==> src/rtl/uart_pkg.sv <==
// uart_pkg: definitions shared by the UART baud generator, transmitter,
// receiver and the transmit scheduler.
package uart_pkg;

    // Character format defaults; every UART block must agree on these.
    localparam int DEF_DATABITS    = 8;
    localparam int DEF_FRAME_TICKS = 11;

    // Transmit scheduler states: waiting for a request, or a frame on the line.
    typedef enum logic [0:0] {
        IDLE  = 1'b0,
        FRAME = 1'b1
    } tx_sched_state_e;

endpackage

==> src/rtl/uart_rr_arbiter.sv <==
// uart_rr_arbiter: combinational winner select for the transmit scheduler.
// Build option UART_TX_SCHED_FIXED_PRIO_EN: when defined, the lowest-index
// requester always wins and the pointer input disappears.
module uart_rr_arbiter #(
    parameter int NUM_REQ = 4,
    localparam int IDW    = $clog2(NUM_REQ)
) (
    input  logic [NUM_REQ-1:0] req_i,
`ifndef UART_TX_SCHED_FIXED_PRIO_EN
    input  logic [IDW-1:0]     ptr_i,
`endif
    output logic               any_o,
    output logic [NUM_REQ-1:0] win_o,
    output logic [IDW-1:0]     win_idx_o
);

`ifdef UART_TX_SCHED_FIXED_PRIO_EN
    // Scan from the top down so the lowest requesting index is the last writer.
    always_comb begin
        any_o     = 1'b0;
        win_o     = '0;
        win_idx_o = '0;
        for (int i = NUM_REQ - 1; i >= 0; i--) begin
            if (req_i[i]) begin
                any_o     = 1'b1;
                win_o     = '0;
                win_o[i]  = 1'b1;
                win_idx_o = IDW'(i);
            end
        end
    end
`else
    int                 slot;
    logic [IDW-1:0]     slotIdx;

    // Visit the rotated positions farthest-first so the slot nearest the
    // pointer overrides any earlier candidate.
    always_comb begin
        any_o     = 1'b0;
        win_o     = '0;
        win_idx_o = '0;
        slot      = 0;
        slotIdx   = '0;
        for (int k = NUM_REQ - 1; k >= 0; k--) begin
            slot = int'(ptr_i) + k;
            if (slot >= NUM_REQ) begin
                slot = slot - NUM_REQ;
            end
            slotIdx = IDW'(slot);
            if (req_i[slotIdx]) begin
                any_o          = 1'b1;
                win_o          = '0;
                win_o[slotIdx] = 1'b1;
                win_idx_o      = slotIdx;
            end
        end
    end
`endif

endmodule

==> src/rtl/uart_tx_sched.sv <==
// uart_tx_sched: shares one UART transmitter among NUM_REQ byte sources.
// Owns the transmitter's start/data inputs and times each frame in baud ticks.
// Build option UART_TX_SCHED_FIXED_PRIO_EN selects fixed priority instead of
// round-robin; handshake and timing are the same either way.
module uart_tx_sched
    import uart_pkg::*;
#(
    parameter int NUM_REQ     = 4,
    parameter int DATABITS    = DEF_DATABITS,
    parameter int FRAME_TICKS = DEF_FRAME_TICKS
) (
    input  logic                         clk,
    input  logic                         reset,
    input  logic                         baud_tick,
    input  logic [NUM_REQ-1:0]           req,
    input  logic [NUM_REQ*DATABITS-1:0]  req_data,
    output logic [NUM_REQ-1:0]           grant,
    output logic                         tx_start,
    output logic [DATABITS-1:0]          tx_data,
    output logic                         busy,
    output logic [$clog2(NUM_REQ)-1:0]   active_id
);

    localparam int IDW = $clog2(NUM_REQ);
    localparam int CW  = $clog2(FRAME_TICKS + 2);
    // The frame ends on the tick that would take the count to FRAME_TICKS+1;
    // one tick beyond the frame covers the transmitter syncing to its next tick.
    localparam logic [CW-1:0] LAST_CNT = CW'(FRAME_TICKS);

    tx_sched_state_e       state_q, state_d;
    logic [CW-1:0]         cnt_q, cnt_d;
    logic [NUM_REQ-1:0]    grant_q, grant_d;
    logic                  tx_start_q, tx_start_d;
    logic [DATABITS-1:0]   tx_data_q, tx_data_d;
    logic                  busy_q, busy_d;
    logic [IDW-1:0]        active_id_q, active_id_d;

    logic                  anyReq;
    logic [NUM_REQ-1:0]    winOneHot;
    logic [IDW-1:0]        winIdx;

`ifndef UART_TX_SCHED_FIXED_PRIO_EN
    logic [IDW-1:0]        ptr_q, ptr_d;
`endif

    uart_rr_arbiter #(
        .NUM_REQ   (NUM_REQ)
    ) u_arb (
        .req_i     (req),
`ifndef UART_TX_SCHED_FIXED_PRIO_EN
        .ptr_i     (ptr_q),
`endif
        .any_o     (anyReq),
        .win_o     (winOneHot),
        .win_idx_o (winIdx)
    );

    // Next-state logic: capture a winner from IDLE, then count ticks in FRAME.
    always_comb begin
        state_d     = state_q;
        cnt_d       = cnt_q;
        grant_d     = '0;
        tx_start_d  = 1'b0;
        tx_data_d   = tx_data_q;
        busy_d      = busy_q;
        active_id_d = active_id_q;
`ifndef UART_TX_SCHED_FIXED_PRIO_EN
        ptr_d       = ptr_q;
`endif
        case (state_q)
            IDLE: begin
                if (anyReq) begin
                    state_d     = FRAME;
                    cnt_d       = '0;
                    grant_d     = winOneHot;
                    tx_start_d  = 1'b1;
                    busy_d      = 1'b1;
                    tx_data_d   = req_data[int'(winIdx)*DATABITS +: DATABITS];
                    active_id_d = winIdx;
`ifndef UART_TX_SCHED_FIXED_PRIO_EN
                    ptr_d       = (winIdx == IDW'(NUM_REQ - 1)) ? '0 : winIdx + 1'b1;
`endif
                end
            end
            FRAME: begin
                // A tick landing in the start cycle predates the frame itself.
                if (baud_tick && !tx_start_q) begin
                    if (cnt_q == LAST_CNT) begin
                        state_d = IDLE;
                        cnt_d   = '0;
                        busy_d  = 1'b0;
                    end else begin
                        cnt_d = cnt_q + 1'b1;
                    end
                end
            end
            default: begin
                state_d = IDLE;
            end
        endcase
    end

    // State and output registers; reset aborts any frame immediately.
    always_ff @(posedge clk or negedge reset) begin
        if (!reset) begin
            state_q     <= IDLE;
            cnt_q       <= '0;
            grant_q     <= '0;
            tx_start_q  <= 1'b0;
            tx_data_q   <= '0;
            busy_q      <= 1'b0;
            active_id_q <= '0;
`ifndef UART_TX_SCHED_FIXED_PRIO_EN
            ptr_q       <= '0;
`endif
        end else begin
            state_q     <= state_d;
            cnt_q       <= cnt_d;
            grant_q     <= grant_d;
            tx_start_q  <= tx_start_d;
            tx_data_q   <= tx_data_d;
            busy_q      <= busy_d;
            active_id_q <= active_id_d;
`ifndef UART_TX_SCHED_FIXED_PRIO_EN
            ptr_q       <= ptr_d;
`endif
        end
    end

    assign grant     = grant_q;
    assign tx_start  = tx_start_q;
    assign tx_data   = tx_data_q;
    assign busy      = busy_q;
    assign active_id = active_id_q;

endmodule

==> config.mk <==
export PLATFORM = sky130hd
export DESIGN_NAME = uart_tx_sched
export DESIGN_NICKNAME = d
export VERILOG_FILES = /design/src/rtl/uart_pkg.sv /design/src/rtl/uart_rr_arbiter.sv /design/src/rtl/uart_tx_sched.sv
export SDC_FILE = /design/constraint.sdc
export NUM_CORES = 1
export LEC_CHECK = 0
export ABC_AREA = 1
export CORE_ASPECT_RATIO = 0.5
export CORE_MARGIN = 1.5
export CORE_UTILIZATION = 42
export DETAILED_ROUTE_END_ITERATION = 8
export PLACE_DENSITY = 0.8
export SLEW_MARGIN = 5
export SYNTH_ARGS = -nofsm -noshare
export SYNTH_HDL_FRONTEND = slang
export SYNTH_SLANG_ARGS = --single-unit
==> constraint.sdc <==
create_clock -name clk -period 2.37 [get_ports clk]
set_clock_uncertainty 0.05 [all_clocks]
set_input_delay 0.474 -clock clk [delete_from_list [all_inputs] [get_ports clk]]
set_output_delay 0.474 -clock clk [all_outputs]
set_load 0.05 [all_outputs]
Yosys cells after proc, flatten, opt, wreduce, memory -nomap -nowiden --
Index checks and enable logic that the tools add are counted. W data, S select, Z words.
Storage, ports and cells: bits of input ports 39, output and inout port bits 16, word-level logic and storage cells 93, flip-flop bits (word level) 23
Cells by class: add/subtract/negate cells 9, $lt $le $gt $ge 12, reductions and logical operators 9, equal/unequal tests 5, bitwise gates (word level) 1, multiplexer cells 48, shifts and indexed selects 1
Operators with widths (count):
- $mux W4 | 9
- $shiftx A32 B6 Y8 | 1
- $mux W1 | 19
- $mux W2 | 9
- $lt A2 B3 Y1 const B | 4
- $ge A3 B3 Y1 const B | 3
- $bmux W1 S2 | 4
- $demux W1 S2 | 4
- $ge A2 B1 Y1 const B | 4
- $pmux W4 S2 | 1
- $sub A2 B1 Y2 const B | 4
- $add A2 B2 Y3 const B | 2
- $logic_and A1 B1 Y1 | 5
- $add A4 B1 Y4 const B | 1
- $eq A4 B4 Y1 const B | 1
- $ne A2 B1 Y1 const B | 2
- $pmux W1 S2 | 2
- $reduce_and A2 Y1 | 2
- $add A2 B1 Y3 const B | 1
- $ge A2 B3 Y1 const B | 1
- $reduce_and A3 Y1 | 1
- $add A2 B1 Y2 const B | 1
- $eq A2 B2 Y1 const B | 1
- $ne A2 B2 Y1 const B | 1
- other kinds (2) | 2

Logic depth before layout (Yosys ltp) --
depth in word-level cells 13, gate-level depth with buffers 17, mapped depth without buffers 15

Hierarchy --
Synthesis repeated with hierarchy kept, for this count alone.
Unflattened totals: cell total of the unflattened synthesis 265, area, all modules 1737.9 um2
By module, submodules not included:
- uart_tx_sched | seq. area each 575.6 um2, instances 1, area an instance 1246.2 um2, cells each 177
- uart_rr_arbiter | seq. area each 0.0 um2, instances 1, area an instance 491.7 um2, cells each 88

Least setup slack after synthesis --
No wires, ideal clock.
path type reg-to-reg, from register ptr_q[1], to register ptr_q[1], path slack 0.126 ns, cell stages (with the launch flop) 15, library setup time 0.129 ns, clock period less this slack 2.244 ns, path buffers 1, required time 2.191 ns, arrival time 2.065 ns, cells stage by stage dfrtp_1 inv_1 ha_1 inv_1 nand3_2 nand2_2 inv_2 nand2_1 nand2_2 nand2_4 nand2_2 buf_6 ha_1 nand2_1 o21ai_0
On the way: longest elaborated chain between the ends 11, elaborated cells on any way between the ends 35, those cells by class add/sub (8); order compare (4); eq/ne (1); mux (21); reduce/logical (1)
Ends and longest elaborated chain:
- from (decl) | RTL line uart_tx_sched.sv:43 | logic [IDW-1:0] ptr_q, ptr_d;
- from (signal assigned) | RTL line uart_tx_sched.sv:125 | ptr_q <= ptr_d;
- $add A2 B2 Y3 | RTL line uart_rr_arbiter.sv:45 | slot = int'(ptr_i) + k;
- $ge A3 B3 Y1 or $sub A2 B1 Y2 (tied branches) | RTL line uart_rr_arbiter.sv:46, uart_rr_arbiter.sv:47
- $mux W2 | RTL line uart_rr_arbiter.sv:46 | if (slot >= NUM_REQ) begin
- $bmux W1 S2 | RTL line uart_rr_arbiter.sv:50 | if (req_i[slotIdx]) begin
- $mux W1 (implied by the code) | RTL line uart_rr_arbiter.sv:50
- $mux W2 (3 in a row) | RTL line uart_rr_arbiter.sv:50
- $mux W2 (*) | RTL line uart_rr_arbiter.sv:50
- net u_arb.win_idx_o[0] | RTL line uart_rr_arbiter.sv:14 | output logic [IDW-1:0] win_idx_o
- $add A2 B1 Y2 or $eq A2 B2 Y1 (tied branches) | RTL line uart_tx_sched.sv:81 | ptr_d = (winIdx == IDW'(NUM_REQ - 1)) ? '0 : winIdx + 1'b1;
- $mux W2 (*) | RTL line uart_tx_sched.sv:81
The timed path passes the listed nets; every way through them passes the cells marked *. The select of a mux whose other input is x is not followed. A chain may end at the register's enable or synchronous reset.

Worst setup path after layout --
from register ptr_q[0], to register tx_data_q[2], in the netlist tx_data[2]
On the way: longest elaborated chain between the ends 10, elaborated cells on any way between the ends 33, those cells by class add/sub (7); order compare (4); shift (1); mux (20); reduce/logical (1)
Ends and longest elaborated chain:
- $add A2 B2 Y3 | RTL line uart_rr_arbiter.sv:45
- $ge A3 B3 Y1 or $sub A2 B1 Y2 (tied branches) | RTL line uart_rr_arbiter.sv:46, uart_rr_arbiter.sv:47
- $mux W2 | RTL line uart_rr_arbiter.sv:46
- $bmux W1 S2 | RTL line uart_rr_arbiter.sv:50
- $mux W1 (implied by the code) | RTL line uart_rr_arbiter.sv:50
- $mux W2 or $mux W1 (tied branches) (4 in a row) | RTL line uart_rr_arbiter.sv:50
- $shiftx A32 B6 Y8 or $reduce_and A2 Y1 (tied branches)
- to (signal assigned) | RTL line uart_tx_sched.sv:121 | tx_data_q <= tx_data_d;
- to (decl) | RTL line uart_tx_sched.sv:34 | logic [DATABITS-1:0] tx_data_q, tx_data_d;
Several ways; a longest one is shown, not always the timed one. The select of a mux whose other input is x is not followed.

==> run metrics <==
status=finished clean; clock root buffer=clkbuf_8; core box area=3980 µm²; CP endpoint kind=flip-flop; chip width=about 95 µm; Critical Path Fanout Max=14; worst-margin pin slew=roughly 0.55 ns; Area Overhead vs Synth=38.2%; register area share after synthesis=roughly a third; post-CTS sizing=0; buffers added on ports=54; setup repair bufs after CTS=0; Syn Area/Cell=a little over 7 µm²; # nets final=approximately 370; synth unique cells=26; DRC errors left=0; Die Y=49.2 µm; CTS tree=built; number of flops mapped to enable cells by yosys=0; Final ANT Viol Nets=0; later-pin clock latency in the skew report=~0.26 ns; gr ovfl total=0; setup TNS=0 ns; Pwr Density=roughly 1400 nW/µm²; global-route wire length before repair=about 7.4 mm; Total GRT Usage=20.0%; CTS Buf Count=3; Pre-Repair DR Iteration Count=4; Max Root-Sink Buffers=2; # Max-Cap Violations=0; synthesized instance count=between 200 and 300; #FFs+latches synth=23; Post-synth ARST share=100%; Synth top cells by count=nand2_1 (67), inv_1 (42), nand3_1 (32); Peak VDD IR=around 0.71 mV; fin. max-slew vios=0; Yosys top cell area share=32.2%; post-DP HPWL=3.69 mm; Leak=roughly 1.3 nW; worst rel slew slack=a little over three fifths; Worst-path clk slew=approximately 0.08 ns; Ant. Diodes=0; Die Area=between 4000 and 5000 µm²; Wirelength per Cell=12.2 µm; Tcrit/Tclk final=approximately 91%; DRT iter0 DRCs=57; Via Count=roughly 1,800; most frequent cell after synthesis=nand2_1; clock sink count=23; Worst Hold Class=reg2reg; Initial Util=between 40% and 50%; syn nets=303; DRT Wirelength=between 4 and 5 mm; Final min period=roughly 2.2 ns; via/cell ratio=4.89; synth warn=0; final hold slack=between 0.4 and 0.5 ns; dominant cells by area after synthesis=dfrtp_1 (32%), nand2_1 (14%), nand3_1 (9.0%); H-tree Lvls=1; vias in the first global route=1,766; I/O Pins=55; Fmax=approximately 460 MHz; final setup fails=0; top_reg_cell synth=dfrtp_1; critical path type=reg2reg; num rows=16; largest net degree at the start of global routing=24; Hold-fix buffers, CTS=0; Critical Path Start Type=flip-flop; final hold vios=0; worst endpoint required time=~2.5 ns; largest area contributor in the netlist=dfrtp_1; Data arrival, critical path=2.27 ns; layout cells sized above 1=between 10 and 15%; Cell Area, Synth=1790 µm²; GPL Wtd Cong=0.882; initial antenna violation count=0; RSZ-0062 raised after global routing=no
cell usage in the layout (no fill, tap or decap), types with 2 or more instances in the layout:
| cell type | count |
|---|---|
| nand2_1 | 67 |
| clkdlybuf4s50_1 | 54 |
| inv_1 | 42 |
| nand3_1 | 32 |
| dfrtp_1 | 23 |
| nor2_1 | 17 |
| nand2_2 | 11 |
| ha_1 | 10 |
| buf_4 | 10 |
| nand3b_1 | 7 |
| o21ai_0 | 6 |
| o211ai_1 | 6 |
| a21oi_1 | 6 |
| nand3_2 | 4 |
| inv_2 | 3 |
| nand2_4 | 3 |
| clkbuf_8 | 3 |
| inv_4 | 2 |
through the flow:
step | utilization [%] | power, mW | std cells | cell area [µm²] | setup slack, ns
final | 62.1 | 3.45 | 370 | 2470 | 0.203
after global routing | 62.1 | 3.73 | 370 | 2470 | 0.0530
after CTS | 62.1 | 3.46 | 370 | 2470 | 0.202
after detailed placement | 60.9 | 3.21 | 366 | 2430 | 0.0375
after global placement | 60.9 | 3.11 | 366 | 2430 | 0.0815
after floorplan | - | 2.51 | 254 | 1790 | 0.126
kinds of logic after synthesis:
group | count (synthesis) | share of synthesized area, %
buffers and inverters | 54 | 13.8
AO/OA/AOI/OAI | 24 | 8.81
flip-flops | 23 | 32.2
XOR/XNOR | 1 | 0.490
AND/OR/NAND/NOR | 142 | 37.8
adder cells (fa/ha/maj) | 10 | 6.99
final timing paths:
check	from	to	slack, ns	cells after the start
max	ptr_q[0]$_DFFE_PN0P_	tx_data[2]$_DFFE_PN0P_	0.20	15
min	tx_data[3]$_DFFE_PN0P_	tx_data[3]$_DFFE_PN0P_	0.44	2
max reg2reg	ptr_q[0]$_DFFE_PN0P_	tx_data[2]$_DFFE_PN0P_	0.20	15
min reg2reg	tx_data[3]$_DFFE_PN0P_	tx_data[3]$_DFFE_PN0P_	0.44	2
max in group asynchronous	reset	cnt_q[2]$_DFFE_PN0P_	1.53	2
min in group asynchronous	reset	grant[1]$_DFF_PN0_	0.51	2
report_power, final:
group / leakage, nW / switching [mW] / internal (mW)
Combinational: 0.963 / 1.62 / 0.964
Sequential: 0.291 / 0.0938 / 0.532
Clock: 0.0228 / 0.120 / 0.120
Total: 1.28 / 1.84 / 1.62
registers in the layout, summed over array words and instances, names as in the netlist:
| register | count |
|---|---|
| cnt_q | 4 |
| tx_data | 8 |
| active_id | 2 |
| grant | 4 |
| busy | 1 |
| state_q | 1 |
| tx_start | 1 |
| ptr_q | 2 |
per-layer routing:
metal	routed length, µm	up-vias	track usage, %
li1	-	924	-
met1	1900	834	23.0
met2	2320	41	36.6
met3	178	12	3.43
met4	105	0	7.71
met5	0	-	0
worst max-delay path: stages (launching register included):
cell and delay [ns]:
dfrtp_1 0.42, inv_4 0.15, ha_1 0.29, inv_1 0.10, nand3_2 0.09, nand2_2 0.11
inv_2 0.08, nand2_1 0.09, nand2_2 0.07, nand2_4 0.06, buf_4 0.18, nand3b_1 0.10
nand3_1 0.09, nand2_1 0.06, nand2_1 0.06, nand2_1 0.05
cell type report:
type	count	area (µm²)
clock buffers	4	45.0
fillers	370	1510
inverters	47	181
multi-input cells	177	967
flip-flops and latches	23	576
well taps	54	67.6
repair buffers	65	636
(Power assumes the default switching activity.)
